`config.mk`:
```
export PLATFORM = sky130hd
export DESIGN_NAME = game_round_sequencer_flat
export DESIGN_NICKNAME = d
export VERILOG_FILES = /design/src/rtl/game_round_sequencer_if.sv /design/src/rtl/game_round_sequencer.sv /design/src/flat_wrapper.sv
export SDC_FILE = /design/constraint.sdc
export NUM_CORES = 1
export LEC_CHECK = 0
export BUFFER_PORTS_ARGS = -buffer_cell sky130_fd_sc_hd__buf_2
export CORE_MARGIN = 2
export CORE_UTILIZATION = 30
export CTS_BUF_LIST = sky130_fd_sc_hd__clkbuf_4 sky130_fd_sc_hd__clkbuf_8
export DETAILED_ROUTE_END_ITERATION = 8
export SLEW_MARGIN = 10
export SYNTH_ARGS = -nofsm -noshare
export SYNTH_HDL_FRONTEND = slang
export SYNTH_SLANG_ARGS = --single-unit
```
`constraint.sdc`:
```
create_clock -name clk -period 2.5 [get_ports clk]
set_clock_uncertainty 0.1 [all_clocks]
set_input_delay 0.25 -clock clk [delete_from_list [all_inputs] [get_ports clk]]
set_output_delay 0.25 -clock clk [all_outputs]
set_load 0.02 [all_outputs]
```
`src/rtl/game_round_sequencer_if.sv`:
```
// ---------------------------------------------------------------------------
// game_round_sequencer_if
//
// Purpose: bundles every non-clock/reset signal between the game round
// sequencer and its neighbours (login/difficulty logic, prompt ROM and
// answer decoder) so they travel as one port.
//
// Signals:
//   logged_in      level, 1 while a user is logged in
//   difficulty     2 bit, 00 none / 01 easy / 10 medium / 11 hard
//   start          one-cycle pulse, begins a game
//   tick           one-cycle timebase enable
//   answer_valid   one-cycle pulse, player answer decoded
//   answer_correct qualifies answer_valid
//   rom_addr       6 bit prompt ROM address {difficulty, round}
//   rom_rd         ROM read strobe, data valid the cycle after
//   prompt_valid   high while waiting for an answer
//   round          4 bit current round index, 0-based
//   score          5 bit correct answers this game
//   strikes        4 bit wrong or timed-out answers this game
//   busy           high in LOAD, PROMPT and SCORE
//   game_over      high once the game has ended
//   logout         one-cycle pulse when the user logs out mid-session
//
// Modports:
//   master  drives the inputs of the sequencer (system side / testbench)
//   slave   the sequencer itself
// ---------------------------------------------------------------------------
interface game_round_sequencer_if;
    logic       logged_in;
    logic [1:0] difficulty;
    logic       start;
    logic       tick;
    logic       answer_valid;
    logic       answer_correct;
    logic [5:0] rom_addr;
    logic       rom_rd;
    logic       prompt_valid;
    logic [3:0] round;
    logic [4:0] score;
    logic [3:0] strikes;
    logic       busy;
    logic       game_over;
    logic       logout;

    modport master (
        output logged_in, difficulty, start, tick, answer_valid, answer_correct,
        input  rom_addr, rom_rd, prompt_valid, round, score, strikes,
               busy, game_over, logout
    );

    modport slave (
        input  logged_in, difficulty, start, tick, answer_valid, answer_correct,
        output rom_addr, rom_rd, prompt_valid, round, score, strikes,
               busy, game_over, logout
    );
endinterface

```
`src/rtl/game_round_sequencer.sv`:
```
// ---------------------------------------------------------------------------
// game_round_sequencer
//
// Purpose: runs one Morse-game session after login. Latches the chosen
// difficulty, walks the prompt ROM one round at a time, waits for either a
// decoded answer or a difficulty-dependent tick timeout, and keeps score and
// strikes until the game ends (all rounds played or too many strikes).
//
// Ports:
//   clk    system clock
//   rst_n  asynchronous active-low reset
//   bus    game_round_sequencer_if.slave, carrying the handshake signals
//          (see the interface file for the per-signal description)
//
// All outputs are registered and updated inside the single FSM block.
// ---------------------------------------------------------------------------
module game_round_sequencer #(
    parameter int unsigned ROUNDS      = 8,
    parameter int unsigned MAX_STRIKES = 3,
    parameter int unsigned EASY_TICKS  = 10,
    parameter int unsigned MED_TICKS   = 6,
    parameter int unsigned HARD_TICKS  = 3
) (
    input  logic                    clk,
    input  logic                    rst_n,
    game_round_sequencer_if.slave   bus
);

    typedef enum logic [2:0] {
        IDLE,
        LOAD,
        WAIT_ROM,
        PROMPT,
        SCORE,
        DONE
    } state_t;

    state_t     state_q;
    logic [1:0] diff_q;
    logic [3:0] round_q;
    logic [4:0] score_q;
    logic [3:0] strikes_q;
    logic [7:0] tick_cnt_q;
    logic       correct_q;
    logic [5:0] rom_addr_q;
    logic       rom_rd_q;
    logic       prompt_valid_q;
    logic       busy_q;
    logic       game_over_q;
    logic       logout_q;

    logic [7:0] tick_limit;
    logic [4:0] score_d;
    logic [3:0] strikes_d;
    logic [3:0] round_next;
    logic       game_ends;
    logic       start_ok;

    // Helper terms shared by the FSM: the per-difficulty timeout, the score
    // and strike values SCORE is about to commit, and whether those updated
    // values finish the game. The end-of-game test must see the updated
    // strikes, otherwise the game would run one round too long.
    always_comb begin
        tick_limit = 8'(EASY_TICKS);
        case (diff_q)
            2'b10:   tick_limit = 8'(MED_TICKS);
            2'b11:   tick_limit = 8'(HARD_TICKS);
            default: tick_limit = 8'(EASY_TICKS);
        endcase

        score_d   = correct_q ? (score_q + 5'd1) : score_q;
        strikes_d = correct_q ? strikes_q : (strikes_q + 4'd1);
        round_next = round_q + 4'd1;
        game_ends = (strikes_d == 4'(MAX_STRIKES)) || (round_q == 4'(ROUNDS - 1));
        start_ok  = bus.start && bus.logged_in && (bus.difficulty != 2'b00);
    end

    // Main session FSM. Losing the login outranks every other transition,
    // so it is tested before the per-state case. rom_rd and logout are
    // one-cycle strobes and fall back to 0 unless a branch sets them.
    always_ff @(posedge clk or negedge rst_n) begin
        if (!rst_n) begin
            state_q        <= IDLE;
            diff_q         <= 2'b00;
            round_q        <= 4'd0;
            score_q        <= 5'd0;
            strikes_q      <= 4'd0;
            tick_cnt_q     <= 8'd0;
            correct_q      <= 1'b0;
            rom_addr_q     <= 6'd0;
            rom_rd_q       <= 1'b0;
            prompt_valid_q <= 1'b0;
            busy_q         <= 1'b0;
            game_over_q    <= 1'b0;
            logout_q       <= 1'b0;
        end else begin
            rom_rd_q <= 1'b0;
            logout_q <= 1'b0;

            if ((state_q != IDLE) && !bus.logged_in) begin
                state_q        <= IDLE;
                busy_q         <= 1'b0;
                prompt_valid_q <= 1'b0;
                game_over_q    <= 1'b0;
                logout_q       <= 1'b1;
                round_q        <= 4'd0;
                score_q        <= 5'd0;
                strikes_q      <= 4'd0;
            end else begin
                case (state_q)
                    // IDLE and DONE both accept a fresh game; difficulty is
                    // captured here and never looked at again until the
                    // next start.
                    IDLE, DONE: begin
                        if (start_ok) begin
                            state_q     <= LOAD;
                            diff_q      <= bus.difficulty;
                            round_q     <= 4'd0;
                            score_q     <= 5'd0;
                            strikes_q   <= 4'd0;
                            rom_rd_q    <= 1'b1;
                            rom_addr_q  <= {bus.difficulty, 4'd0};
                            busy_q      <= 1'b1;
                            game_over_q <= 1'b0;
                        end
                    end

                    // The ROM strobe and address were registered on entry,
                    // so LOAD only has to move on.
                    LOAD: begin
                        state_q <= WAIT_ROM;
                        busy_q  <= 1'b0;
                    end

                    WAIT_ROM: begin
                        state_q        <= PROMPT;
                        tick_cnt_q     <= 8'd0;
                        busy_q         <= 1'b1;
                        prompt_valid_q <= 1'b1;
                    end

                    // An answer in the same cycle as the timeout tick wins
                    // because it is tested first.
                    PROMPT: begin
                        if (bus.answer_valid) begin
                            state_q        <= SCORE;
                            correct_q      <= bus.answer_correct;
                            prompt_valid_q <= 1'b0;
                        end else if (bus.tick) begin
                            if (tick_cnt_q == (tick_limit - 8'd1)) begin
                                state_q        <= SCORE;
                                correct_q      <= 1'b0;
                                prompt_valid_q <= 1'b0;
                            end else begin
                                tick_cnt_q <= tick_cnt_q + 8'd1;
                            end
                        end
                    end

                    // Commit the result, then either finish or set up the
                    // next round's ROM read directly so LOAD follows at once.
                    SCORE: begin
                        score_q   <= score_d;
                        strikes_q <= strikes_d;
                        if (game_ends) begin
                            state_q     <= DONE;
                            busy_q      <= 1'b0;
                            game_over_q <= 1'b1;
                        end else begin
                            state_q    <= LOAD;
                            round_q    <= round_next;
                            rom_rd_q   <= 1'b1;
                            rom_addr_q <= {diff_q, round_next};
                        end
                    end

                    default: begin
                        state_q <= IDLE;
                    end
                endcase
            end
        end
    end

    assign bus.rom_addr     = rom_addr_q;
    assign bus.rom_rd       = rom_rd_q;
    assign bus.prompt_valid = prompt_valid_q;
    assign bus.round        = round_q;
    assign bus.score        = score_q;
    assign bus.strikes      = strikes_q;
    assign bus.busy         = busy_q;
    assign bus.game_over    = game_over_q;
    assign bus.logout       = logout_q;

endmodule

```
`src/flat_wrapper.sv`:
```
// flat-port wrapper written by rule: the top's interface ports become plain ports
module game_round_sequencer_flat 
#(
    parameter int unsigned ROUNDS      = 8,
    parameter int unsigned MAX_STRIKES = 3,
    parameter int unsigned EASY_TICKS  = 10,
    parameter int unsigned MED_TICKS   = 6,
    parameter int unsigned HARD_TICKS  = 3
)
  (clk, rst_n, bus_logged_in, bus_difficulty, bus_start, bus_tick, bus_answer_valid, bus_answer_correct, bus_rom_addr, bus_rom_rd, bus_prompt_valid, bus_round, bus_score, bus_strikes, bus_busy, bus_game_over, bus_logout);
  game_round_sequencer_if bus_i ();
  input  logic clk;
  input  logic rst_n;
  input wire logic [$bits(bus_i.logged_in)-1:0] bus_logged_in;
  input wire logic [$bits(bus_i.difficulty)-1:0] bus_difficulty;
  input wire logic [$bits(bus_i.start)-1:0] bus_start;
  input wire logic [$bits(bus_i.tick)-1:0] bus_tick;
  input wire logic [$bits(bus_i.answer_valid)-1:0] bus_answer_valid;
  input wire logic [$bits(bus_i.answer_correct)-1:0] bus_answer_correct;
  output wire logic [$bits(bus_i.rom_addr)-1:0] bus_rom_addr;
  output wire logic [$bits(bus_i.rom_rd)-1:0] bus_rom_rd;
  output wire logic [$bits(bus_i.prompt_valid)-1:0] bus_prompt_valid;
  output wire logic [$bits(bus_i.round)-1:0] bus_round;
  output wire logic [$bits(bus_i.score)-1:0] bus_score;
  output wire logic [$bits(bus_i.strikes)-1:0] bus_strikes;
  output wire logic [$bits(bus_i.busy)-1:0] bus_busy;
  output wire logic [$bits(bus_i.game_over)-1:0] bus_game_over;
  output wire logic [$bits(bus_i.logout)-1:0] bus_logout;
  assign bus_i.logged_in = bus_logged_in;
  assign bus_i.difficulty = bus_difficulty;
  assign bus_i.start = bus_start;
  assign bus_i.tick = bus_tick;
  assign bus_i.answer_valid = bus_answer_valid;
  assign bus_i.answer_correct = bus_answer_correct;
  assign bus_rom_addr = bus_i.rom_addr;
  assign bus_rom_rd = bus_i.rom_rd;
  assign bus_prompt_valid = bus_i.prompt_valid;
  assign bus_round = bus_i.round;
  assign bus_score = bus_i.score;
  assign bus_strikes = bus_i.strikes;
  assign bus_busy = bus_i.busy;
  assign bus_game_over = bus_i.game_over;
  assign bus_logout = bus_i.logout;
  game_round_sequencer #(.ROUNDS(ROUNDS), .MAX_STRIKES(MAX_STRIKES), .EASY_TICKS(EASY_TICKS), .MED_TICKS(MED_TICKS), .HARD_TICKS(HARD_TICKS)) u_core (.clk(clk), .rst_n(rst_n), .bus(bus_i));
endmodule
```
After elaboration in Yosys (flattened, before gate mapping):

Index checks and enable logic that the tools add are counted.

* bits in registers: 38
* output and inout bits: 24
* word-level logic and storage cells: 112

* add/sub/neg operators: 5
* equality and inequality tests: 21
* multiplexer cells: 45
* bitwise logic cells: 1
* reduce and logical (&&, ||, !) cells: 27

Operators with widths (count)
* two-way mux 8 bit: 3
* case mux 4 bit (2 select lines): 3
* AND reduction 3 bit: 7
* two-way mux 4 bit: 5
* two-way mux 3 bit: 6
* case mux 8 bit (2 select lines): 1
* two-way mux 1 bit: 15
* two-way mux 5 bit: 3
* case mux 3 bit (5 select lines): 1
* two-way mux 6 bit: 2
* case mux 6 bit (2 select lines): 1
* case mux 5 bit (2 select lines): 1
* nonzero test 2 bit: 5
* inequality test 3 x 1 -> 1 bit, second input constant: 3
* nonzero test 3 bit: 3
* adder 4 x 1 -> 4 bit, second input constant: 2
* adder 8 x 1 -> 8 bit, second input constant: 1
* equality test 8 bit: 1
* inequality test 2 bit, second input constant: 4
* AND reduction 4 bit: 2
* equality test 3 x 2 -> 1 bit, second input constant: 2
* equality test 3 bit, second input constant: 2
* case mux 1 bit (2 select lines): 3
* adder 5 x 1 -> 5 bit, second input constant: 1
* 19 further kinds: 22

Depth between registers and ports, before layout:

Gate-level depths: netlist of the first run.

* depth in word-level cells: 9
* mapped depth: 7
* gate-level depth less buffers: 6

Worst setup path after synthesis of the first run:

No wires, ideal clock.

* kind: register to register
* from: register u_core.strikes_q[0] (netlist: u_core.bus.strikes[0])
* to: register u_core.busy_q (netlist: u_core.bus.busy)
* data arrival time: 2058 ps
* data required time: 2272 ps
* slack: 214 ps
* cell stages (with the launch flop): 7
* clock period less this slack: 2286 ps
* path through: dfrtp_1 > ha_1 > or3b_1 > o32ai_2 > a21boi_2 > a311oi_1 > mux2_1

* word-level cells in the longest chain between the ends: 6

Ends and longest elaborated chain
* start, declared: RTL line game_round_sequencer.sv:42 `logic [3:0] strikes_q;`
* start signal, assigned: RTL line game_round_sequencer.sv:164 `strikes_q <= strikes_d;`
* adder 4 x 1 -> 4 bit: RTL line game_round_sequencer.sv:72 `strikes_d = correct_q ? strikes_q : (strikes_q + 4'd1);`
* two-way mux 4 bit *: RTL line game_round_sequencer.sv:72
* equality test 4 x 2 -> 1 bit *: RTL line game_round_sequencer.sv:74 `game_ends = (strikes_d == 4'(MAX_STRIKES)) || (round_q == 4'(ROUNDS - 1));`
* logical OR 1 bit *: RTL line game_round_sequencer.sv:74
* inequality test 3 x 1 -> 1 bit (no source line) *
* AND reduction 3 bit (no source line) *
* end signal, assigned: RTL line game_round_sequencer.sv:93 `busy_q <= 1'b0;`
* end signal, assigned: RTL line game_round_sequencer.sv:102 `busy_q <= 1'b0;`
* end signal, assigned: RTL line game_round_sequencer.sv:123 `busy_q <= 1'b1;`
* end, declared: RTL line game_round_sequencer.sv:48 `logic busy_q;`

Every way passes the cells marked *; elsewhere a longest branch is shown, timed or not.
A chain may end at the register's enable or synchronous reset.

Worst setup path after layout of the first run:

Same ends and word-level chain as after synthesis.

==> results of run 1 <==
## power by group
| part | total [mW] | internal [mW] | switching, mW |
|---|---|---|---|
| clock | 0.644 | 0.400 | 0.244 |
| combinational | 0.542 | 0.232 | 0.310 |
| sequential | 0.824 | 0.699 | 0.125 |
| total | 2.01 | 1.33 | 0.678 |
## state kept, by name, summed over array words and instances (netlist names)
signal and flops:
u_core.bus.busy 1, u_core.bus.game_over 1, u_core.bus.logout 1, u_core.bus.prompt_valid 1, u_core.bus.rom_addr 6, u_core.bus.rom_rd 1, u_core.bus.round 4, u_core.bus.score 5
u_core.bus.strikes 4, u_core.correct_q 1, u_core.diff_q 2, u_core.state_q 3, u_core.tick_cnt_q 8
## area by class of cell
| type | count | share of cell area |
|---|---|---|
| repair buffers | 39 | 0.0839 |
| clock inverters | 3 | 0.0268 |
| multi-input cells | 159 | 0.435 |
| well taps | 96 | 0.0468 |
| clock buffers | 5 | 0.0268 |
| inverters | 7 | 0.0102 |
| flip-flops and latches | 38 | 0.371 |
## final timing paths
kind | startpoint | slack (ps) | to | cells after the start
max in group asynchronous | rst_n | 1270 | u_core.bus.rom_addr[4] | 2
max reg2reg | u_core.bus.strikes[0] | 170 | u_core.bus.busy | 6
min reg2reg | u_core.bus.rom_addr[3] | 380 | u_core.bus.rom_addr[3] | 1
min in group asynchronous | rst_n | 500 | u_core.tick_cnt_q[3] | 2
max | u_core.bus.strikes[0] | 170 | u_core.bus.busy | 6
min | bus_difficulty[0] | 130 | u_core.diff_q[0] | 2
## metrics by stage
stage	setup slack (ps)	hold WS, ps	utilization
after CTS	121	123	0.376
after detailed placement	141	323	0.354
after global routing	22.2	140	0.378
final	171	126	0.378
after floorplan	214	-146	-
after global placement	225	327	0.354
## cells in the final DEF (no fill, tap or decap), types with 4 or more instances in the layout
cell type / count
sky130_fd_sc_hd__clkbuf_8: 5
sky130_fd_sc_hd__nand3_1: 9
sky130_fd_sc_hd__nor3_1: 5
sky130_fd_sc_hd__mux2_2: 6
sky130_fd_sc_hd__dfrtp_1: 38
sky130_fd_sc_hd__nor2b_1: 4
sky130_fd_sc_hd__o21ai_0: 6
sky130_fd_sc_hd__ha_1: 4
sky130_fd_sc_hd__inv_1: 7
sky130_fd_sc_hd__a21oi_1: 11
sky130_fd_sc_hd__nor2_1: 19
sky130_fd_sc_hd__a22o_1: 4
sky130_fd_sc_hd__xnor2_1: 10
sky130_fd_sc_hd__buf_2: 32
sky130_fd_sc_hd__xor2_1: 5
sky130_fd_sc_hd__a21o_1: 6
sky130_fd_sc_hd__nand2_1: 15
sky130_fd_sc_hd__buf_4: 6
## kinds of logic after synthesis
| kind of cell | share of synthesized area |
|---|---|
| fa+ha+maj | 0.0238 |
| buf+inv | 0.0249 |
| compound gates | 0.191 |
| mux | 0.0528 |
| simple gates | 0.194 |
| xor+xnor | 0.0623 |
| flops | 0.451 |
## repair_timing
item / 4_1_cts / 5_1_grt
hold buffers: 1 / 0
gates resized for setup: 0 / 1
hold endpoints to repair: 22 / 0
endpoints found under the setup margin: 0 / 1
## per-layer routing
metal,track usage,vias to the layer above,share of wire
met5,0,-,0
met4,0.0462,0,0.014
met3,0.0330,6,0.061
met2,0.210,54,0.45
met1,0.172,807,0.47
li1,-,841,-
==> reports/qor_table.md, run 1 <==
| Stage | Metric | Reported |
| --- | --- | --- |
| outcome | Run status | completed |
| synthesis | Number of flip-flops and latches in the synthesized netlist | 38 |
| grt | Pin count of the biggest net entering global routing | 39 |
| cts | Clock Root Buffer | sky130_fd_sc_hd__clkbuf_8 |
| cts | Number of clock sinks | 38 |
| sta | Final-layout setup total negative slack | 0 ps |
| cts | Number of CTS-inserted buffers | 5 |
| floorplanning | Die Area | 0.00771 sq mm |
| pwr | Leakage power figure | 1.25 nW |
| sta | Hold violation total from the final report | 0 |
| cts | Buffers inserted by post-CTS timing repair | 0 |
| setup path | Standard cell with the maximum stage delay on the critical path | sky130_fd_sc_hd__dfrtp_1 |
| final layout | Filler cell count | 685 |
| cts | Maximum root-to-sink buffer count | 2 |
| floorplanning | Ports placed on the boundary | 33 |
| setup path | Crit path max fanout | 6 |
| final layout | Non-filler cells in the finished layout | 347 |
| placed design | HPWL reported at the end of detailed placement | 3480 um |
| sta | Tightest Pin Transition | 858 ps |
| pwr | Total design power | 2.01 mW |
| placed design | Dpl cells | 338 |
| sta | RSZ-0062 raised after global routing | no |
| floorplanning | Floorplan die height | 87.8 um |
| synthesis | Top cell types by occurrence after synthesis | sky130_fd_sc_hd__dfrtp_1, sky130_fd_sc_hd__nor2_1, sky130_fd_sc_hd__nand2_1 |
| floorplanning | Core region area | 0.00679 sq mm |
| sta | Headroom to the max-slew limit | 0.428 |
| setup path | Worst setup SP type | register |
| setup path | Delay of the slowest cell on the worst path | 440 ps |
| synthesis | Area share of the leading cell type in the synthesized netlist | 0.451 |
| routing | Avg Vias per Cell | 4.92 |
| final layout | Layout Area Growth over Synthesis | 21.7% |
| synthesis | Syn_nets | 223 |
| routing | Iteration count of the initial detailed-routing pass | 4 |
| sta | Max Clock Freq | 0.429 GHz |
| synthesis | Dominant cell by count in the synthesized netlist | sky130_fd_sc_hd__dfrtp_1 |
| worst hold path | Class of the tightest hold or removal check | in -> reg |
| synthesis | Unique cell type count in the Yosys netlist | 56 |
| placed design | Placed cell areas | 0.00241 sq mm |
| setup path | Category of the worst setup path capture point | register |
| cts | Clock latency of the later-clocked register in the worst-skew pair | 300 ps |
| floorplanning | Initial standard-cell utilization of the core | 0.310 |
| synthesis | Async set-reset flop share out of synthesis | 1.00 |
| synthesis | Synthesized area per cell | 10.0 sq um |
| synthesis | Cell Area, Synth | 0.00211 sq mm |
| routing | Number of routed nets with antenna violations | 0 |
| synthesis | Sequential-to-total area share from yosys stat | 0.451 |
| setup path | Endpoint arrival time on the critical path | 2420 ps |
| final layout | Post-Layout Inst Area | 0.00256 sq mm |
| synthesis | Yosys warns | 0 |
| grt | Wire length of the first global-routing pass | 7820 um |
| grt | Remaining Overflow, GRT | 0 |
| setup path | Worst Path Class, Setup | reg -> reg |
| job | Number of violations of the max-capacitance limit | 0 |
| final layout | Total area of multi-input combinational cells | 0.00111 sq mm |
| cts | Clock slew at reported path FFs | 90 ps |
| sta | Final count of pins violating max slew | 0 |
| grt | Aggregate global-route resource usage | 0.131 |
| cts | Number of levels the H-tree was split into | 2 |
| placed design | Port buffer count | 32 |
| final layout | Number of nets at the end of the flow | 263 |
| pwr | Worst supply voltage drop on vdd | 0.000287 V |
| synthesis | Area leader, netlist | sky130_fd_sc_hd__dfrtp_1 |
| routing | Sum of routed wire length over all layers | 4840 um |
| final layout | Storage cell area | 951 sq um |
| routing | Post-detailed-route DRC marker count | 0 |
| synthesis | Synth Flop Type | sky130_fd_sc_hd__dfrtp_1 |
| setup path | WP data required | 2590 ps |
| grt | Vias in the first global route | 1606 |
| sta | Final setup viols | 0 |
| floorplanning | Die Span X | 87.8 um |
| setup path | Cells along the critical path | ha_1 -> or3b_1 -> o32ai_4 -> a21boi_2 -> a311oi_1 -> mux2_1 |
| sta | Final Cycle Share | 0.931 |
| setup path | Crit-path leading delay family | compound AO/OA/AOI/OAI gates |
| synthesis | Cells taking the most area after synthesis | sky130_fd_sc_hd__dfrtp_1, sky130_fd_sc_hd__xnor2_1, sky130_fd_sc_hd__nor2_1 |
| synthesis | Synth Instances | 210 |
| cts | TritonCTS clock tree | built |
| setup path | Buffer and inverter count on the worst path | 0 |
| routing | Routed wire per std cell | 13.9 um |
| pwr | Pwr/cell area | 784 mW/mm^2 |
| routing | Initial drt markers | 118 |
| floorplanning | Std cell rows | 30 |
| final layout | Antenna fix cells | 0 |
| final layout | Share of final-layout standard cells stronger than drive strength 1 | 0.243 |
| routing | Vias after detailed routing | 1708 |
| synthesis | Number of flops mapped to enable cells by yosys | 0 |
| grt | Antenna violations before repair | 0 |
| placed design | Gp weighted congestion | 0.825 |
| sta | Final critical-path required period | 2330 ps |
No activity file was read; power rests on OpenSTA's default activity.
==> run 2: changes to the inputs <==
- ABC_AREA: not set -> 1
==> reports/qor_table.md, run 2 <==
| Stage | Metric | Reported | Delta |
| --- | --- | --- | --- |
| sta | Final setup viols | 0 | unchanged |
| placed design | Dpl cells | 423 | was 338 |
| routing | Sum of routed wire length over all layers | 5070 um | was 4840 um |
| sta | Final count of pins violating max slew | 0 | unchanged |
| synthesis | Proportion of synthesized area in mux cells | 0 | was 0.0529 |
| routing | Routed wire per std cell | 11.8 um | was 13.9 um |
| placed design | Gp weighted congestion | 0.779 | was 0.825 |
| setup path | Worst setup SP type | register | unchanged |
| placed design | Placed cell areas | 0.00252 sq mm | was 0.00241 sq mm |
| routing | Initial drt markers | 160 | was 118 |
| pwr | Net switching component of the power | 1.09 mW | was 0.678 mW |
| synthesis | Sequential-to-total area share from yosys stat | 0.420 | was 0.451 |
| cts | Number of CTS-inserted buffers | 5 | unchanged |
| setup path | Buffer and inverter count on the worst path | 0 | unchanged |
| routing | Post-detailed-route DRC marker count | 0 | unchanged |
| pwr | Switching power share of the total | 0.423 | was 0.338 |
| grt | Vias in the first global route | 1875 | was 1606 |
| setup path | Crit-path leading delay family | simple AND/OR/NAND/NOR gates | was compound AO/OA/AOI/OAI gates |
| cts | Count of hold-fix buffers inserted at cts | 0 | was 1 |
| setup path | Delay of the slowest cell on the worst path | 450 ps | was 440 ps |
| final layout | Leading cell type in the layout, fill and taps excluded | sky130_fd_sc_hd__nand2_1 | was sky130_fd_sc_hd__dfrtp_1 |
| routing | Iteration count of the initial detailed-routing pass | 4 | unchanged |
| pwr | Leakage power figure | 1.44 nW | was 1.25 nW |
| pwr | Relative contribution of the clock network to total power | 0.250 | was 0.320 |
| routing | Avg Vias per Cell | 4.55 | was 4.92 |
| setup path | Worst Path Class, Setup | reg -> reg | unchanged |
| final layout | Filler cell count | 790 | was 685 |
| setup path | WP data required | 2580 ps | was 2590 ps |
| sta | Headroom to the max-slew limit | 0.431 | was 0.428 |
| grt | Aggregate global-route resource usage | 0.133 | was 0.131 |
| pwr | Total design power | 2.57 mW | was 2.01 mW |
| sta | Tightest Pin Transition | 854 ps | was 858 ps |
| synthesis | Synthesized-area fraction occupied by adder cells | 0.0221 | was 0.0238 |
| outcome | Run status | finished, violations left | was completed |
| synthesis | Top cell types by occurrence after synthesis | sky130_fd_sc_hd__nand2_1, sky130_fd_sc_hd__dfrtp_1, sky130_fd_sc_hd__nand3_1 | was sky130_fd_sc_hd__dfrtp_1, sky130_fd_sc_hd__nor2_1, sky130_fd_sc_hd__nand2_1 |
| cts | Number of clock sinks | 38 | unchanged |
| floorplanning | Die Area | 0.00825 sq mm | was 0.00771 sq mm |
| worst hold path | Class of the tightest hold or removal check | in -> async | was in -> reg |
| sta | Hold violation total from the final report | 38 | was 0 |
| synthesis | Dominant combinational cell family by area after synthesis | simple AND/OR/NAND/NOR gates | unchanged |
| synthesis | Number of flops mapped to enable cells by yosys | 0 | unchanged |
| final layout | Non-filler cells in the finished layout | 431 | was 347 |
| setup path | Category of the worst setup path capture point | register | unchanged |
| final layout | Flip-flop count of the largest register after layout | 8 | unchanged |
| synthesis | Synth Instances | 295 | was 210 |
| pwr | Pwr/cell area | 965 mW/mm^2 | was 784 mW/mm^2 |
| synthesis | Synth Flop Type | sky130_fd_sc_hd__dfrtp_1 | unchanged |
| floorplanning | Initial standard-cell utilization of the core | 0.310 | about the same |
| final layout | Number of nets at the end of the flow | 344 | was 263 |
| sta | Final critical-path required period | 1860 ps | was 2330 ps |
| setup path | Endpoint arrival time on the critical path | 1940 ps | was 2420 ps |
| synthesis | Cells taking the most area after synthesis | sky130_fd_sc_hd__dfrtp_1, sky130_fd_sc_hd__nand2_1, sky130_fd_sc_hd__nand3_1 | was sky130_fd_sc_hd__dfrtp_1, sky130_fd_sc_hd__xnor2_1, sky130_fd_sc_hd__nor2_1 |
| synthesis | Area share of the leading cell type in the synthesized netlist | 0.420 | was 0.451 |
| pwr | Seq pwr share | 0.328 | was 0.410 |
| pwr | Internal portion of total power | 1.48 mW | was 1.33 mW |
| final layout | Most frequent cells in the layout | sky130_fd_sc_hd__nand2_1, sky130_fd_sc_hd__dfrtp_1, sky130_fd_sc_hd__nand3_1, sky130_fd_sc_hd__buf_2, sky130_fd_sc_hd__inv_1 | was sky130_fd_sc_hd__dfrtp_1, sky130_fd_sc_hd__buf_2, sky130_fd_sc_hd__nor2_1, sky130_fd_sc_hd__nand2_1, sky130_fd_sc_hd__a21oi_1 |
| synthesis | Async set-reset flop share out of synthesis | 1.00 | unchanged |
| placed design | Pre-CTS setup slack | 657 ps | was 141 ps |
| final layout | Share of final-layout standard cells stronger than drive strength 1 | 0.244 | was 0.243 |
| sta | Final Cycle Share | 0.745 | was 0.931 |
| placed design | HPWL reported at the end of detailed placement | 3800 um | was 3480 um |
| setup path | Crit path max fanout | 11 | was 6 |
| grt | Pin count of the biggest net entering global routing | 39 | unchanged |
| floorplanning | Core region area | 0.00729 sq mm | was 0.00679 sq mm |
| final layout | Antenna fix cells | 0 | unchanged |
| floorplanning | Ports placed on the boundary | 33 | unchanged |
| cts | Clock latency of the later-clocked register in the worst-skew pair | 290 ps | was 300 ps |
| floorplanning | Die Span X | 90.8 um | was 87.8 um |
| sta | Min setup slack post-route | 636 ps | was 171 ps |
| synthesis | Synthesized area per cell | 7.67 sq um | was 10.0 sq um |
| floorplanning | Std cell rows | 31 | was 30 |
| cts | Resized cells post-CTS | 0 | unchanged |
| setup path | Cells along the critical path | nor2_2 -> nand2_1 -> nor2_1 -> nand3_1 -> nand2_2 -> nor2_2 -> nand2_1 -> o21ai_2 | was ha_1 -> or3b_1 -> o32ai_4 -> a21boi_2 -> a311oi_1 -> mux2_1 |
| outcome | Failing checks | negative hold slack |  |
| cts | Number of levels the H-tree was split into | 2 | unchanged |
| synthesis | Yosys warns | 0 | unchanged |
| synthesis | Dominant cell by count in the synthesized netlist | sky130_fd_sc_hd__nand2_1 | was sky130_fd_sc_hd__dfrtp_1 |
| placed design | Port buffer count | 32 | unchanged |
| grt | Wire length of the first global-routing pass | 8940 um | was 7820 um |
| synthesis | Syn_nets | 308 | was 223 |
| sta | Final-layout setup total negative slack | 0 ps | unchanged |
| routing | Vias after detailed routing | 1959 | was 1708 |
| final layout | Register with the most flip-flops | u_core.tick_cnt_q | unchanged |
| cts | TritonCTS clock tree | built | unchanged |
| routing | Number of routed nets with antenna violations | 0 | unchanged |
| synthesis | Area leader, netlist | sky130_fd_sc_hd__dfrtp_1 | unchanged |
| cts | Clock slew at reported path FFs | 80 ps | was 90 ps |
| synthesis | Number of flip-flops and latches in the synthesized netlist | 38 | unchanged |
| cts | Buffers inserted by post-CTS timing repair | 0 | unchanged |
| floorplanning | Floorplan die height | 90.8 um | was 87.8 um |
| synthesis | Post-synthesis compound-gate area fraction | 0.0846 | was 0.191 |
| sta | Worst Hold Margin | -28.9 ps | was 126 ps |
| pwr | Relative contribution of combinational cells to total power | 0.423 | was 0.270 |
| synthesis | Cell Area, Synth | 0.00226 sq mm | was 0.00211 sq mm |
| final layout | Layout Area Growth over Synthesis | 17.6% | was 21.7% |
| cts | Maximum root-to-sink buffer count | 2 | unchanged |
| grt | Remaining Overflow, GRT | 0 | unchanged |
| job | Number of violations of the max-capacitance limit | 0 | unchanged |
| sta | RSZ-0062 raised after global routing | no | unchanged |
| setup path | Standard cell with the maximum stage delay on the critical path | sky130_fd_sc_hd__dfrtp_1 | unchanged |
| synthesis | Area fraction in and, or, nand and nor cells after synthesis | 0.386 | was 0.194 |
| pwr | Worst supply voltage drop on vdd | 0.000360 V | was 0.000287 V |
| final layout | Post-Layout Inst Area | 0.00266 sq mm | was 0.00256 sq mm |
| final layout | Post-route core utilization | 0.365 | was 0.378 |
| cts | Clock Root Buffer | sky130_fd_sc_hd__clkbuf_8 | unchanged |
| synthesis | Unique cell type count in the Yosys netlist | 31 | was 56 |
| sta | Max Clock Freq | 0.537 GHz | was 0.429 GHz |
| synthesis | Fraction of synthesized cell area in xor and xnor cells | 0.0116 | was 0.0624 |
| grt | Antenna violations before repair | 0 | unchanged |
## run 2: changes by cell type in the layout (fill, tap and decap cells not counted), moves of 6 or more
cell,change
sky130_fd_sc_hd__a21oi_1,-6
sky130_fd_sc_hd__nand2_2,+13
sky130_fd_sc_hd__xnor2_1,-10
sky130_fd_sc_hd__inv_1,+23
sky130_fd_sc_hd__nand3_1,+24
sky130_fd_sc_hd__o21ai_2,+6
sky130_fd_sc_hd__nand2_1,+73
sky130_fd_sc_hd__mux2_2,-6
sky130_fd_sc_hd__nor2_1,+6
## run 2: kinds of logic after synthesis
family | count (synthesis)
buffers and inverters | 39
flip-flops | 38
AO/OA/AOI/OAI | 29
XOR/XNOR | 3
adder cells (fa/ha/maj) | 4
AND/OR/NAND/NOR | 182
## run 2: worst paths after layout
| kind | cells past startpoint | slack (ps) | from | end |
|---|---|---|---|---|
| min | 1 | -30 | rst_n | u_core.tick_cnt_q[3] |
| min reg2reg | 2 | 400 | u_core.bus.game_over | u_core.bus.game_over |
| max reg2reg | 8 | 640 | u_core.state_q[2] | u_core.state_q[0] |
| max | 8 | 640 | u_core.state_q[2] | u_core.state_q[0] |
| max in group asynchronous | 1 | 1800 | rst_n | u_core.bus.score[0] |
| min in group clk | 3 | 100 | bus_answer_correct | u_core.correct_q |
## run 2: metal layers
layer	vias up	wire, um	track usage
met3	6	229	0.0301
met2	40	2210	0.203
met5	-	0	0
li1	1020	-	-
met1	893	2540	0.183
met4	0	93	0.0492
## run 2: layout make-up
class,instances,area (sq um),area share
Sequential cell,38,951,0.357
Clock buffer,6,82.6,0.0310
Clock inverter,2,60.1,0.0226
Tap cell,99,124,0.0466
Multi-Input combinational cell,218,1140,0.429
Timing Repair Buffer,34,175,0.0659
Inverter,34,128,0.0480
## run 2: power groups by stage
| stage | Combinational, mW | Sequential [mW] | Clock [mW] |
|---|---|---|---|
| detailed placement | 1.09 | 0.855 | 0 |
| CTS | 1.10 | 0.842 | 0.662 |
| floorplan | 0.801 | 0.895 | 0 |
| global route | 1.24 | 0.861 | 0.676 |
| global placement | 1.09 | 0.852 | 0 |
| finish | 1.08 | 0.841 | 0.641 |
